[config.mk]
export PLATFORM = sky130hd
export DESIGN_NAME = pipe_scan_ctrl_flat
export DESIGN_NICKNAME = d
export VERILOG_FILES = /design/src/rtl/pipe_scan_pkg.sv /design/src/rtl/pipe_scan_if.sv /design/src/rtl/temp_threshold_cmp.sv /design/src/rtl/pipe_scan_ctrl.sv /design/src/flat_wrapper.sv
export SDC_FILE = /design/constraint.sdc
export NUM_CORES = 1
export LEC_CHECK = 0
export ABC_AREA = 1
export CORE_UTILIZATION = 45
export CTS_BUF_LIST = sky130_fd_sc_hd__clkbuf_16
export DETAILED_ROUTE_END_ITERATION = 16
export GPL_TIMING_DRIVEN = 0
export PLACE_DENSITY = 0.72
export SLEW_MARGIN = 10
export SYNTH_ARGS = -nofsm -noshare
export SYNTH_HDL_FRONTEND = slang
export SYNTH_SLANG_ARGS = --single-unit
[constraint.sdc]
create_clock -name clk -period 2.6 [get_ports clk]
set_clock_uncertainty 0.15 [all_clocks]
set_input_delay 0.52 -clock clk [delete_from_list [all_inputs] [get_ports clk]]
set_output_delay 0.52 -clock clk [all_outputs]
set_load 0.05 [all_outputs]
[src/rtl/pipe_scan_pkg.sv]
// Shared types and default constants for the pipe temperature scan controller.
package pipe_scan_pkg;

    typedef enum logic [1:0] {
        IDLE  = 2'd0,
        START = 2'd1,
        WAIT  = 2'd2,
        EVAL  = 2'd3
    } state_t;

    localparam logic [7:0] ALARM_TH_DEF = 8'd150;
    localparam logic [7:0] SHUT_TH_DEF  = 8'd250;
    localparam int         TIMEOUT_DEF  = 16;

    // Round-robin successor of a channel index, wrapping at num_ch.
    function automatic int unsigned next_ch(input int unsigned ch, input int unsigned num_ch);
        return (ch >= num_ch - 1) ? 0 : ch + 1;
    endfunction

endpackage

[src/rtl/pipe_scan_if.sv]
// Handshake between the scan controller (master) and the shared ADC (slave).
interface pipe_scan_if #(
    parameter int NUM_CH = 4
);
    localparam int CH_W = $clog2(NUM_CH);

    logic            adc_start;
    logic [CH_W-1:0] adc_ch;
    logic            adc_done;
    logic [7:0]      adc_data;

    modport master (
        output adc_start,
        output adc_ch,
        input  adc_done,
        input  adc_data
    );

    modport slave (
        input  adc_start,
        input  adc_ch,
        output adc_done,
        output adc_data
    );

endinterface

[src/rtl/temp_threshold_cmp.sv]
// Purely combinational classifier of one 8-bit temperature code against two thresholds.
module temp_threshold_cmp
    import pipe_scan_pkg::*;
#(
    parameter logic [7:0] ALARM_TH = ALARM_TH_DEF,
    parameter logic [7:0] SHUT_TH  = SHUT_TH_DEF
) (
    input  logic [7:0] code,
    output logic       hot,
    output logic       critical
);

    assign hot      = (code >= ALARM_TH);
    assign critical = (code >= SHUT_TH);

endmodule

[src/rtl/pipe_scan_ctrl.sv]
// Round-robin scan of NUM_CH pipe temperature sensors over one shared ADC.
// Optional feature: define PIPE_SCAN_DEBOUNCE_EN to require two consecutive critical samples for shutdown.
module pipe_scan_ctrl
    import pipe_scan_pkg::*;
#(
    parameter int         NUM_CH   = 4,
    parameter logic [7:0] ALARM_TH = ALARM_TH_DEF,
    parameter logic [7:0] SHUT_TH  = SHUT_TH_DEF,
    parameter int         TIMEOUT  = TIMEOUT_DEF
) (
    input  logic              clk,
    input  logic              reset,
    input  logic              enable,
    input  logic              clr,
    pipe_scan_if.master       adc,
    output logic [NUM_CH-1:0] alarm,
    output logic [NUM_CH-1:0] shutdown,
    output logic              shutdown_any,
    output logic              adc_fault
);

    localparam int CH_W  = $clog2(NUM_CH);
    localparam int CNT_W = $clog2(TIMEOUT + 1);

    state_t            state;
    logic [CH_W-1:0]   ch_q;
    logic              start_q;
    logic [CNT_W-1:0]  cnt;
    logic [7:0]        data_q;

    logic              hot;
    logic              critical;
    logic              timeout_hit;
    logic              set_sh;
    logic              set_al;
    logic              clr_al;
    logic [NUM_CH-1:0] sh_nxt;
    logic [NUM_CH-1:0] al_nxt;

    assign adc.adc_start = start_q;
    assign adc.adc_ch    = ch_q;

    temp_threshold_cmp #(
        .ALARM_TH (ALARM_TH),
        .SHUT_TH  (SHUT_TH)
    ) u_cmp (
        .code     (data_q),
        .hot      (hot),
        .critical (critical)
    );

`ifdef PIPE_SCAN_DEBOUNCE_EN
    // One bit per channel: the previous sample of that channel was critical.
    logic [NUM_CH-1:0] hist;

    // NOTE: small per-channel flag arrays are reset like any other control state so the first visit is deterministic.
    always_ff @(posedge clk or negedge reset) begin
        if (!reset) begin
            hist <= '0;
        end else if (state == EVAL) begin
            hist[ch_q] <= critical;
        end
    end
`endif

    always_comb begin
        // NOTE: every variable gets a default first so no path leaves it unassigned and infers a latch.
        set_sh      = 1'b0;
        set_al      = 1'b0;
        clr_al      = 1'b0;
        timeout_hit = (state == WAIT) && !adc.adc_done && (cnt == CNT_W'(TIMEOUT - 1));

        if (state == EVAL) begin
            if (critical) begin
`ifdef PIPE_SCAN_DEBOUNCE_EN
                if (hist[ch_q]) set_sh = 1'b1;
                else            set_al = 1'b1;
`else
                set_sh = 1'b1;
`endif
            end else if (hot) begin
                set_al = 1'b1;
            end else begin
                clr_al = 1'b1;
            end
        end

        // Clear first, then apply the set, so a same-cycle shutdown set survives clr.
        sh_nxt = clr ? '0 : shutdown;
        al_nxt = alarm;
        if (set_sh) sh_nxt[ch_q] = 1'b1;
        if (set_al) al_nxt[ch_q] = 1'b1;
        if (clr_al) al_nxt[ch_q] = 1'b0;
        al_nxt = al_nxt & ~sh_nxt;
    end

    // NOTE: sequential state uses non-blocking assignments so every register samples pre-edge values.
    always_ff @(posedge clk or negedge reset) begin
        if (!reset) begin
            state        <= IDLE;
            ch_q         <= '0;
            start_q      <= 1'b0;
            cnt          <= '0;
            data_q       <= '0;
            alarm        <= '0;
            shutdown     <= '0;
            shutdown_any <= 1'b0;
            adc_fault    <= 1'b0;
        end else begin
            start_q      <= 1'b0;
            alarm        <= al_nxt;
            shutdown     <= sh_nxt;
            shutdown_any <= |sh_nxt;
            adc_fault    <= (adc_fault & ~clr) | timeout_hit;

            case (state)
                IDLE: begin
                    if (enable) begin
                        state   <= START;
                        start_q <= 1'b1;
                    end
                end
                START: begin
                    state <= WAIT;
                    cnt   <= '0;
                end
                WAIT: begin
                    if (adc.adc_done) begin
                        data_q <= adc.adc_data;
                        state  <= EVAL;
                    end else if (timeout_hit) begin
                        // Abandon this channel; a disabled scan parks in IDLE instead of retrying.
                        ch_q    <= CH_W'(next_ch(32'(ch_q), NUM_CH));
                        state   <= enable ? START : IDLE;
                        start_q <= enable;
                    end else if (cnt != '1) begin
                        cnt <= cnt + CNT_W'(1);
                    end
                end
                EVAL: begin
                    ch_q    <= CH_W'(next_ch(32'(ch_q), NUM_CH));
                    state   <= enable ? START : IDLE;
                    start_q <= enable;
                end
                default: state <= IDLE;
            endcase
        end
    end

endmodule

[src/flat_wrapper.sv]
// flat-port wrapper written by rule: the top's interface ports become plain ports
module pipe_scan_ctrl_flat import pipe_scan_pkg::*;
#(
    parameter int         NUM_CH   = 4,
    parameter logic [7:0] ALARM_TH = ALARM_TH_DEF,
    parameter logic [7:0] SHUT_TH  = SHUT_TH_DEF,
    parameter int         TIMEOUT  = TIMEOUT_DEF
)
  (clk, reset, enable, clr, alarm, shutdown, shutdown_any, adc_fault, adc_adc_start, adc_adc_ch, adc_adc_done, adc_adc_data);
  pipe_scan_if #(.NUM_CH(NUM_CH)) adc_i ();
  input  logic clk;
  input  logic reset;
  input  logic enable;
  input  logic clr;
  output logic [NUM_CH-1:0] alarm;
  output logic [NUM_CH-1:0] shutdown;
  output logic shutdown_any;
  output logic adc_fault;
  output wire logic [$bits(adc_i.adc_start)-1:0] adc_adc_start;
  output wire logic [$bits(adc_i.adc_ch)-1:0] adc_adc_ch;
  input wire logic [$bits(adc_i.adc_done)-1:0] adc_adc_done;
  input wire logic [$bits(adc_i.adc_data)-1:0] adc_adc_data;
  assign adc_adc_start = adc_i.adc_start;
  assign adc_adc_ch = adc_i.adc_ch;
  assign adc_i.adc_done = adc_adc_done;
  assign adc_i.adc_data = adc_adc_data;
  pipe_scan_ctrl #(.NUM_CH(NUM_CH), .ALARM_TH(ALARM_TH), .SHUT_TH(SHUT_TH), .TIMEOUT(TIMEOUT)) u_core (.clk(clk), .reset(reset), .enable(enable), .clr(clr), .adc(adc_i), .alarm(alarm), .shutdown(shutdown), .shutdown_any(shutdown_any), .adc_fault(adc_fault));
endmodule
==> out/results.txt <==
DRC violations left: 0
Fin. Hold Viols: 0
Avg Inst Size Synth: 8.33 sq um
CTS Sinks: 27
global-route wire length before repair: 4870 um
Unique masters post-synth: 24
CP Data Arrival Time: 1500 ps
CP cell instances: clkdlybuf4s50_1
CP delay by family, top: buffers and inverters
Clock Tree Buf Depth: 2
commonest non-fill, non-tap cell in the layout: nand2_1
status: finished clean
Rows: 21
Setup Fix Bufs, Post-CTS: 0
number of nets with antenna violations after detailed routing: 0
Power Density: 1040 nW/um^2
flops & latches, synth: 27
CTS tree: yes
total CTS buffers: 3
CP Max Fanout: 5
GRT overflow: 0
Final min period: 2170 ps
Skew-Pair Late Insertion Delay: 260 ps
CP bufs+invs: 1
RSZ-0062 raised after global routing: false
IO Pins: 26
synthesis-to-layout area growth: 23.8%
Layout fillers: 328
largest net degree at the start of global routing: 28
area of the mapped netlist: 1570 sq um
initial antenna violation count: 0
Die H: 61.1 um
Total Nets Final: 244
Total Routing Usage GR: 17.9%
RePlAce Congestion: 0.801
Synth area leader: dfrtp_1
Peak supply drop: 0.000372 V
average vias per placed instance: 4.76
drt wl/cell: 11.2 um
1st-iter DRT viols: 52
Port Buffer Count: 24
CP endpoint kind: primary output
slowest stage delay, CP: 830 ps
Max Cap Violations: 0
Die W: 61.1 um
die area: 3740 sq um
share of Yosys cell area claimed by the top area cell type: 42.9%
final setup vio count: 0
Req. time, crit path: 1930 ps
clk slew on worst S/H paths: 70 ps
Antenna Cells: 0
YS warnings: 0
TNS Setup: 0 ps
HP Class: primary input to asynchronous set/reset pin
vias in the first global route: 1,184
Mapped Cells: 189
leak pwr: 0.987 nW
initial core utilization: 47.2%
crit path kind: register to primary output
CTS resizes: 0
clock root cell: clkbuf_16
synth top area cells: dfrtp_1 43%, nand2_1 12%, ha_1 10%
post-synthesis sequential area ratio: 42.9%
share of cells above drive strength 1: 17.1%
H-tree levels: 1
total chip power: 2.02 mW
startpoint types: register
Final period util: 83.4%
DP Wirelength: 2200 um
crit path max-delay cell type: clkdlybuf4s50_1
Worst-Margin Slew: 610 ps
Net Count, Synth: 215
Rel. slew slack: 59.3%
commonest non-fill, non-tap cells in the layout: 50 x nand2_1, 27 x dfrtp_1, 23 x clkdlybuf4s50_1
Core ar.: 3340 sq um
cts hold-fix bufs: 0
Via Count: 1,252
max frequency: 461 MHz
max-slew violations: 0
detailed-route wire length: 2930 um
1st-pass router iterations: 4
## final timing paths
path                                   endpoint  depth (start not counted)            startpoint  slack [ps]
max                               adc_adc_ch[0]                          1  u_core.adc.adc_ch[0]         430
min reg2reg                    u_core.adc_fault                          2      u_core.adc_fault         370
max in group asynchronous  u_core.adc.adc_ch[0]                          1                 reset        1790
min in group clk               u_core.adc_fault                          2      u_core.adc_fault         370
max reg2reg                u_core.adc.adc_ch[1]                          7         u_core.cnt[1]         810
min                            u_core.data_q[1]                          1                 reset         110
## layout make-up
class | instances | area (sq um) | area share (%)
multi-input cells | 135 | 786 | 40.3
flip-flops and latches | 27 | 676 | 34.7
repair buffers | 24 | 235 | 12.1
inverters | 24 | 90.1 | 4.62
clock buffers | 3 | 75.1 | 3.85
well taps | 46 | 57.6 | 2.95
plain buffers | 3 | 22.5 | 1.16
clock inverters | 1 | 7.51 | 0.385
## where the power goes
| group | internal (mW) | switching [mW] | leakage (nW) |
|---|---|---|---|
| combinational | 0.341 | 0.639 | 0.599 |
| clock | 0.209 | 0.151 | 0.0371 |
| sequential | 0.555 | 0.128 | 0.352 |
## registers in the layout, indices dropped and copies added (netlist names)
name	count
u_core.data_q	7
u_core.cnt	5
u_core.alarm	4
u_core.shutdown	4
u_core.adc.adc_ch	2
u_core.state	2
u_core.adc.adc_start	1
u_core.adc_fault	1
u_core.shutdown_any	1
## per-stage QoR
step	instance area, sq um	setup slack, ps	hold WS, ps	util [%]	cells
floorplan	1570	967	74.4	-	189
global placement	1870	437	347	56.1	259
detailed placement	1870	404	345	56.1	259
global route	1950	379	165	58.4	263
finish	1950	430	108	58.4	263
CTS	1950	427	370	58.6	263
## metal layers
layer  part of all wire (%)  track usage [%]  vias to the layer above
met1                     47             21.1                      576
met5                      0                0                        -
met3                    3.1             4.62                        3
met4                   0.48             3.57                        0
li1                       -                -                      654
met2                     49             32.6                       19
## kinds of logic (layout without fill, tap and decap cells)
logic type / count (synthesis) / after routing / synth area share, %
flops: 27 / 27 / 42.9
simple gates: 102 / 102 / 31.9
fa+ha+maj: 13 / 13 / 10.3
buf+inv: 27 / 55 / 7.15
compound gates: 20 / 20 / 7.71
## synth_stat cells, drive strengths merged
master and n:
nand2 63, dfrtp 27, inv 24, nor2 19
o21ai 15, nand3 14, ha 13, nand4 5
buf 3, a21oi 2, a211oi 1, o22ai 1
o31ai 1, or2 1
## worst reg2reg max path, stage by stage (launching register included)
cell and delay, ps:
dfrtp_1 400, ha_1 180, nand2_1 70, nor2_1 160, ha_1 190, nand3_1 180
o21ai_1 220, o21ai_0 120
Note: power is estimated with default switching activity, not from simulation.
==> patch: new RTL, same settings <==
Add an input register stage for `enable` and `clr`; this delays them by one clock. The other inputs are not delayed to match. Comments in the files are not updated.
--- a/src/rtl/pipe_scan_ctrl.sv
+++ b/src/rtl/pipe_scan_ctrl.sv
@@ -21,6 +21,14 @@
 
     localparam int CH_W  = $clog2(NUM_CH);
     localparam int CNT_W = $clog2(TIMEOUT + 1);
+
+    logic enable_q;
+    logic clr_q;
+
+    always_ff @(posedge clk) begin
+        enable_q <= enable;
+        clr_q    <= clr;
+    end
 
     state_t            state;
     logic [CH_W-1:0]   ch_q;
@@ -86,7 +94,7 @@
         end
 
         // Clear first, then apply the set, so a same-cycle shutdown set survives clr.
-        sh_nxt = clr ? '0 : shutdown;
+        sh_nxt = clr_q ? '0 : shutdown;
         al_nxt = alarm;
         if (set_sh) sh_nxt[ch_q] = 1'b1;
         if (set_al) al_nxt[ch_q] = 1'b1;
@@ -111,11 +119,11 @@
             alarm        <= al_nxt;
             shutdown     <= sh_nxt;
             shutdown_any <= |sh_nxt;
-            adc_fault    <= (adc_fault & ~clr) | timeout_hit;
+            adc_fault    <= (adc_fault & ~clr_q) | timeout_hit;
 
             case (state)
                 IDLE: begin
-                    if (enable) begin
+                    if (enable_q) begin
                         state   <= START;
                         start_q <= 1'b1;
                     end
@@ -131,16 +139,16 @@
                     end else if (timeout_hit) begin
                         // Abandon this channel; a disabled scan parks in IDLE instead of retrying.
                         ch_q    <= CH_W'(next_ch(32'(ch_q), NUM_CH));
-                        state   <= enable ? START : IDLE;
-                        start_q <= enable;
+                        state   <= enable_q ? START : IDLE;
+                        start_q <= enable_q;
                     end else if (cnt != '1) begin
                         cnt <= cnt + CNT_W'(1);
                     end
                 end
                 EVAL: begin
                     ch_q    <= CH_W'(next_ch(32'(ch_q), NUM_CH));
-                    state   <= enable ? START : IDLE;
-                    start_q <= enable;
+                    state   <= enable_q ? START : IDLE;
+                    start_q <= enable_q;
                 end
                 default: state <= IDLE;
             endcase
Function: changed (a bounded check fails within 4 cycles, from zero or initial values and one cycle with reset low).
==> patch against the unedited design <==
Design area up 1.0%. Sequential cell count up 2. Critical endpoint unchanged. Worst setup slack worse by 0.021 ns. First-iteration DRC count unchanged. Synthesized area down 2.1%. Routed wire length down 0.89%. Global-route usage up 1.9 points. Die area down 2.0%. Power up 6.8%. Highest routed layer unchanged.
==> patch: results (changes against the unedited design) <==
cts:
  clk_pin_slew_worst_paths_ns: 0.05  # was 0.07 ns
  cts.htree.levels: 2  # was 1
  cts_buffers: 5  # was 3
logic_synthesis:
  synth.area.top_cells: "dfrtp_1 (44%), nand2_1 (13%), ha_1 (11%)"  # was dfrtp_1 (43%), nand2_1 (12%), ha_1 (10%)
  synth_compound_area_frac: 0.0739  # was 0.0771
  syn_nets: 213  # was 215
  synth_xor_area_frac: 0  # unchanged
  synthAdderAreaFrac: 0.106  # was 0.103
  synth-seq-area-share: 0.464  # was 0.429
  async_flop_share: 0.931  # was 1.00
  synthTopCellsByCount: "nand2_1 (55), dfrtp_1 (27), inv_1 (22)"  # was nand2_1 (50), dfrtp_1 (27), inv_1 (20)
routing:
  vias_per_cell: 4.79  # was 4.76
  drt-total-wl_mm: 2.91  # was 2.93 mm
power_and_ir_drop:
  seq_power_share: 0.332  # was 0.338
  power_mw: 2.16  # was 2.02 mW
  power_switching_uw: 901  # was 919 uW
  vdd_drop_max_uv: 680  # was 372 uV
  power.leakage_nw: 0.989  # was 0.987 nW
  clkPwrFrac: 0.242  # was 0.178
global_routing:
  use_met3: 0.0640  # was 0.0462
  groute.layer.met1.usage: 0.234  # was 0.211
  grt_pass1_wl_mm: 5.18  # was 4.87 mm
  grt_use_met2: 0.333  # was 0.326
  grtUsageTotal: 0.197  # was 0.179
outcome:
  outcome: "complete, no violations"  # unchanged
sta:
  worst_slew_pin_slew_ns: 0.603  # was 0.610 ns
worst_setup_path:
  crit_family: "buffers and inverters"  # unchanged
  r2r-end: "u_core.adc.adc_ch[0]"  # was u_core.adc.adc_ch[1]
  reg2reg_slack_ns: 0.78  # was 0.81 ns
  worstPathArrival_ns: 1.52  # was 1.50 ns
final_layout:
  largest_registers: "u_core.data_q x7, u_core.cnt x5"  # unchanged
  drive_gt1_frac: 0.114  # was 0.171
placed_design:
  gp_congestion: 0.874  # was 0.801
  dpl.hpwl_mm: 2.21  # was 2.20 mm
## patch: kinds of logic (layout without fill, tap and decap cells)
logic type / count (synthesis) / after routing
buffers and inverters: 27 / 59
and+or+nand+nor: 98 / 98
adders and majority gates: 13 / 13
AOI/OAI and AO/OA: 20 / 20
DFF: 29 / 29
## patch: stage by stage
step,hold WS [ns],instance area [sq um],worst slack [ns],util,instances
detailed placement,0.305,1840,0.412,0.583,255
global route,0.161,1970,0.366,0.625,263
global placement,0.304,1840,0.484,0.583,255
floorplan,0.0744,1540,0.963,-,187
CTS,0.311,1970,0.404,0.626,263
finish,0.108,1970,0.409,0.625,263
## patch: area by class of cell
class                   instances  area (sq um)
plain buffers                   3          26.3
clock buffers                   5           125
clock inverters                 3          12.5
fillers                       295          1180
inverters                      24          90.1
multi-input cells             131           709
flip-flops and latches         29           716
well taps                      44          55.1
repair buffers                 24           235
## patch: layer usage
layer  share of wire  up-vias
li1                -      659
met1            0.45      572
met2            0.50       23
met3           0.035        6
met4           0.017        0
met5               0        -
